<file path="config.mk">
export PLATFORM = sky130hd
export DESIGN_NAME = alpha_id_decoder
export DESIGN_NICKNAME = d
export VERILOG_FILES = /design/src/rtl/printing_pkg.sv /design/src/rtl/alpha_char_classify.sv /design/src/rtl/alpha_id_decoder.sv
export SDC_FILE = /design/constraint.sdc
export NUM_CORES = 1
export LEC_CHECK = 0
export ABC_AREA = 1
export CELL_PAD_IN_SITES_DETAIL_PLACEMENT = 0
export CELL_PAD_IN_SITES_GLOBAL_PLACEMENT = 2
export CORE_ASPECT_RATIO = 1.2
export CORE_UTILIZATION = 32
export DETAILED_ROUTE_END_ITERATION = 7
export PLACE_DENSITY_LB_ADDON = 0.1
export SYNTH_ARGS = -nofsm -noshare
export SYNTH_HDL_FRONTEND = slang
export SYNTH_HIERARCHICAL = 1
export SYNTH_SLANG_ARGS = --single-unit
export TNS_END_PERCENT = 100
</file>
<file path="constraint.sdc">
create_clock -name clk -period 3.5 [get_ports clk]
set_clock_uncertainty 0.2 [all_clocks]
set_input_delay 0.7 -clock clk [delete_from_list [all_inputs] [get_ports clk]]
set_output_delay 0.7 -clock clk [all_outputs]
set_load 0.02 [all_outputs]
</file>
<file path="src/rtl/printing_pkg.sv">
// Shared constants and the decoder state type for the alpha tag decoder.
// Included by alpha_char_classify and alpha_id_decoder.
package printing_pkg;

  localparam int ALPHA_BASE          = 26;
  localparam int ALPHA_SINGLE_OFFSET = 676;
  localparam int ALPHA_ID_MAX        = 701;

  localparam logic [7:0] CH_SPACE = 8'h20;
  localparam logic [7:0] CH_LF    = 8'h0A;
  localparam logic [7:0] CH_TAB   = 8'h09;
  localparam logic [7:0] CH_NUL   = 8'h00;

  typedef enum logic [1:0] {
    S_IDLE  = 2'd0,
    S_ONE   = 2'd1,
    S_TWO   = 2'd2,
    S_DRAIN = 2'd3
  } alpha_dec_state_t;

endpackage

</file>
<file path="src/rtl/alpha_char_classify.sv">
// Combinational byte classifier: letter / delimiter / illegal, plus letter value.
// Uppercase bytes count as letters only when ALPHA_ID_DEC_UPPER_EN is defined.
module alpha_char_classify
  import printing_pkg::*;
(
  input  logic [7:0] data,
  output logic       is_letter,
  output logic       is_delim,
  output logic [4:0] value
);

  logic [7:0] lower_off;
  logic [7:0] upper_off;

  assign lower_off = data - 8'h61;
  assign upper_off = data - 8'h41;

  always_comb begin
    is_letter = 1'b0;
    value     = 5'd0;
    if (data >= 8'h61 && data <= 8'h7A) begin
      is_letter = 1'b1;
      value     = lower_off[4:0];
    end
`ifdef ALPHA_ID_DEC_UPPER_EN
    else if (data >= 8'h41 && data <= 8'h5A) begin
      is_letter = 1'b1;
      value     = upper_off[4:0];
    end
`endif
  end

  always_comb begin
    is_delim = 1'b0;
    if (data == CH_SPACE || data == CH_LF || data == CH_TAB || data == CH_NUL)
      is_delim = 1'b1;
  end

`ifndef ALPHA_ID_DEC_UPPER_EN
  logic unused_upper;
  assign unused_upper = ^upper_off;
`endif

endmodule

</file>
<file path="src/rtl/alpha_id_decoder.sv">
// Streaming decoder from two-letter alpha tags to integer IDs with a single-entry
// output register. Optional uppercase letters via ALPHA_ID_DEC_UPPER_EN.
//
// Handshakes: a byte transfers on a rising edge where in_valid && in_ready; a
// result transfers where out_valid && out_ready. Neither side may withdraw or
// change its payload while valid is high and ready is low.
module alpha_id_decoder
  import printing_pkg::*;
#(
  parameter int ID_W  = 10,
  parameter int CNT_W = 16
) (
  input  logic             clk,
  input  logic             rst_n,
  input  logic             in_valid,
  input  logic [7:0]       in_data,
  output logic             in_ready,
  output logic             out_valid,
  input  logic             out_ready,
  output logic [ID_W-1:0]  out_id,
  output logic             out_err,
  output logic [CNT_W-1:0] tok_cnt,
  output logic [CNT_W-1:0] err_cnt,
  output alpha_dec_state_t state
);

  alpha_dec_state_t state_d;
  logic [4:0]       c1_q, c1_d;
  logic [4:0]       c2_q, c2_d;
  logic             is_letter, is_delim;
  logic [4:0]       value;
  logic             accept;
  logic             emit, emit_err;
  logic [ID_W-1:0]  emit_id;
  logic [ID_W-1:0]  l1, l2, l1_x26;

  alpha_char_classify u_classify (
    .data      (in_data),
    .is_letter (is_letter),
    .is_delim  (is_delim),
    .value     (value)
  );

  assign in_ready = !out_valid;
  assign accept   = in_valid && in_ready;

  assign l1     = {{(ID_W-5){1'b0}}, c1_q};
  assign l2     = {{(ID_W-5){1'b0}}, c2_q};
  // x26 as shift-and-add: 16 + 8 + 2
  assign l1_x26 = (l1 << 4) + (l1 << 3) + (l1 << 1);

  always_comb begin
    state_d  = state;
    c1_d     = c1_q;
    c2_d     = c2_q;
    emit     = 1'b0;
    emit_err = 1'b0;
    emit_id  = '0;
    if (accept) begin
      case (state)
        S_IDLE: begin
          if (is_letter) begin
            state_d = S_ONE;
            c1_d    = value;
          end else if (!is_delim) begin
            state_d = S_DRAIN;
          end
        end
        S_ONE: begin
          if (is_letter) begin
            state_d = S_TWO;
            c2_d    = value;
          end else if (is_delim) begin
            state_d = S_IDLE;
            emit    = 1'b1;
            emit_id = ID_W'(ALPHA_SINGLE_OFFSET) + l1;
          end else begin
            state_d = S_DRAIN;
          end
        end
        S_TWO: begin
          if (is_delim) begin
            state_d = S_IDLE;
            emit    = 1'b1;
            emit_id = l1_x26 + l2;
          end else begin
            state_d = S_DRAIN;
          end
        end
        S_DRAIN: begin
          if (is_delim) begin
            state_d  = S_IDLE;
            emit     = 1'b1;
            emit_err = 1'b1;
          end
        end
        default: state_d = S_IDLE;
      endcase
    end
  end

  always_ff @(posedge clk or negedge rst_n) begin
    if (!rst_n) begin
      state <= S_IDLE;
      c1_q  <= '0;
      c2_q  <= '0;
    end else begin
      state <= state_d;
      c1_q  <= c1_d;
      c2_q  <= c2_d;
    end
  end

  // Emit and output handshake are mutually exclusive since in_ready = !out_valid.
  always_ff @(posedge clk or negedge rst_n) begin
    if (!rst_n) begin
      out_valid <= 1'b0;
      out_id    <= '0;
      out_err   <= 1'b0;
      tok_cnt   <= '0;
      err_cnt   <= '0;
    end else if (emit) begin
      out_valid <= 1'b1;
      out_id    <= emit_id;
      out_err   <= emit_err;
    end else if (out_valid && out_ready) begin
      out_valid <= 1'b0;
      if (out_err) begin
        if (err_cnt != '1) err_cnt <= err_cnt + 1'b1;
      end else begin
        if (tok_cnt != '1) tok_cnt <= tok_cnt + 1'b1;
      end
    end
  end

endmodule

</file>
==> results of run 1 <==
==> stage by stage <==
stage	instance area, um2	utilization (%)	setup WS [ns]
detailed placement	4690	38.9	0.171
floorplan	3940	-	0.644
finish	4870	40.4	0.421
global route	4870	40.4	0.172
CTS	4870	40.4	0.378
global placement	4690	38.9	0.192
==> registers in the layout, indices dropped and copies added (netlist names) <==
| register | cells |
|---|---|
| c1_q | 5 |
| out_valid | 1 |
| err_cnt | 16 |
| out_err | 1 |
| c2_q | 5 |
| out_id | 10 |
| state | 2 |
| tok_cnt | 16 |
==> logic make-up (layout without fill, tap and decap cells) <==
family / after synthesis / count (layout) / synth area share [%]
compound gates: 44 / 44 / 6.71
xor+xnor: 26 / 26 / 5.79
fa+ha+maj: 33 / 33 / 11.4
buf+inv: 73 / 137 / 7.76
flops: 56 / 56 / 35.6
simple gates: 272 / 272 / 32.7
==> report_power, final <==
group	internal [mW]	switching, mW
sequential	0.718	0.0851
combinational	0.253	0.376
clock	0.378	0.246
==> per-layer routing <==
layer	routed length, um	part of all wire [%]
met5	0	0
met1	4450	45
met4	80	0.80
met2	5150	52
met3	286	2.9
==> cell type report <==
| type | count | area [um2] |
|---|---|---|
| Sequential cell | 56 | 1400 |
| Timing Repair Buffer | 62 | 606 |
| Inverter | 67 | 251 |
| Clock buffer | 7 | 153 |
| Clock inverter | 1 | 30.0 |
| Tap cell | 161 | 201 |
| Fill cell | 1265 | 7180 |
| Multi-Input combinational cell | 375 | 2230 |
==> placed cells by master (no fill, tap or decap) <==
master           instances
buf_2                    1
o21ai_2                  4
nand4_1                  9
nor3_2                   4
nor3_4                   2
or2_2                    1
dfrtp_1                 56
o21ai_0                 22
nor2_1                  26
nand3_2                  4
inv_1                   64
o211ai_1                 1
nand2_8                  1
nand3b_1                 1
nand2_4                  2
nand2_1                154
nor2_4                   4
inv_2                    3
clkdlybuf4s50_1         57
nand3_1                 46
a21oi_1                  7
fa_1                     5
nor2_8                   1
clkbuf_16                5
a22oi_1                  1
clkbuf_8                 2
nor3_1                  12
o31ai_1                  2
a31oi_1                  1
a21boi_4                 1
nor2_2                   3
buf_4                    4
bufinv_16                1
xnor2_1                  7
nand2_2                  2
o21ai_1                  4
a22o_1                   1
ha_1                    28
xor2_1                  19
==> worst max-delay path, stage by stage, from the launching register on <==
cell,delay [ns]
dfrtp_1,0.41
inv_1,0.11
fa_1,0.54
inv_1,0.06
fa_1,0.55
inv_1,0.07
fa_1,0.48
o21ai_0,0.24
nand2_1,0.07
nand2_1,0.05
o21ai_0,0.06
nand2_1,0.06
nand2_1,0.06
==> worst paths after layout <==
check	from	to	slack [ns]	cells after the start
worst max-delay path	c1_q[0]$_DFFE_PN0P_	out_id[7]$_DFFE_PN0P_	0.42	12
worst min-delay path	rst_n	tok_cnt[2]$_DFFE_PN0P_	0.13	1
worst max register to register	c1_q[0]$_DFFE_PN0P_	out_id[7]$_DFFE_PN0P_	0.42	12
worst min register to register	out_id[6]$_DFFE_PN0P_	out_id[6]$_DFFE_PN0P_	0.29	2
max in group asynchronous	rst_n	c1_q[2]$_DFFE_PN0P_	2.26	2
min in group clk	out_id[6]$_DFFE_PN0P_	out_id[6]$_DFFE_PN0P_	0.29	2
==> metrics.yaml, run 1 <==
drt:
  drc: 0
  vias: 3346
  wirelength_um: 9960
  drt_iter0_markers: 87
  ant_nets: 0
  avgViaCountPerCell: 4.59
  drt_first_pass_iters: 6
  wl_per_cell_um: 13.7
timing:
  max_slew_margin_pct: 62.8
  period_needed_ns: 3.08
  worstMarginPinSlew_ns: 0.556
  setup_viol: 0
  tns_ns: 0
  post-route-period-util_pct: 88.0
  hold_viol: 0
  drv_slew: 0
  fmax_mhz: 325
  whs_ns: 0.129
  rsz0062_at_grt: "false"
clock_tree:
  post-cts-setup-buffers: 0
  tritoncts: "built"
  clkTransAtPathRegs_ns: 0.08
  cts_resized: 0
  cts_hold_buffers: 0
  root_buffer: "clkbuf_16"
  clock-sinks: 56
  clk-insertion-delay-late_ns: 0.30
  clock_path_buffers: 2
  cts_max_level: 2
  cts_buffers: 5
yosys:
  synth_area_leaders: "dfrtp_1, nand2_1, ha_1, inv_1, nand3_1"
  syn_avg_cell_area_um2: 7.81
  yosysWarnings: 6
  synth_most_common_cell: "nand2_1"
  synthCells: 504
  netlist_area_um2: 3940
  ys.flop_type: "dfrtp_1"
  synthTopCellsByCount: "nand2_1, inv_1, dfrtp_1"
  yosysTopAreaCell: "dfrtp_1"
  yosysSeqAreaShare_pct: 35.6
  ys_async_sr_fraction_pct: 100
  syn_nets: 549
  synth.distinct_cells: 38
  synth_edf_count: 0
  synth_top_area_share_pct: 35.6
  synth_seq_cells: 56
place:
  place_inst: 721
  hpwl_um: 7820
  port_buffers: 58
  routabilityCongestion: 0.787
run_status:
  status: "completed"
global_routing:
  grt_busiest_layer: "met2"
  grt_pass1_vias: 3301
  grt_antenna_before_repair: 0
  grt_pass1_wl_um: 16400
  grt_max_degree: 27
  grt_use_met2_pct: 30.5
  grtUsageTotal_pct: 16.8
  met3_usage_pct: 2.83
  gr-total-overflow: 0
  gr-usage-met1_pct: 20.8
pwr:
  power_mw: 2.06
  peakVddDrop_mv: 0.221
  cellLeakagePower_nw: 2.33
  powerDensity_nw_per_um2: 422
floorplanning:
  io_pins: 59
  fp.dieW_um: 103
  rows: 44
  die_area_um2: 12800
  initial_core_util_pct: 32.6
  coreArea_um2: 12100
  die_y_um: 123
finish:
  layout-drive-gt1-share_pct: 7.92
  antenna_cells: 0
  layout.nets: 612
  syn_to_final_growth_pct: 23.8
  final_cells: 729
worst_hold_path:
  worstHoldPathType: "in2async"
job:
  cap_violations: 0
critical_path:
  cp_max_fo: 4
  crit_arrival_ns: 3.07
  crit_type: "reg2reg"
  required_ns: 3.49
  endpoint_kind: "flip-flop"
  startpoint_type: "flip-flop"
(Power assumes the default switching activity.)
==> run 2, diff against run 1 <==
SLEW_MARGIN = 20   (was not set)
==> results of run 2 <==
No change in the layout: final DEF, timing and power equal those of run 1.
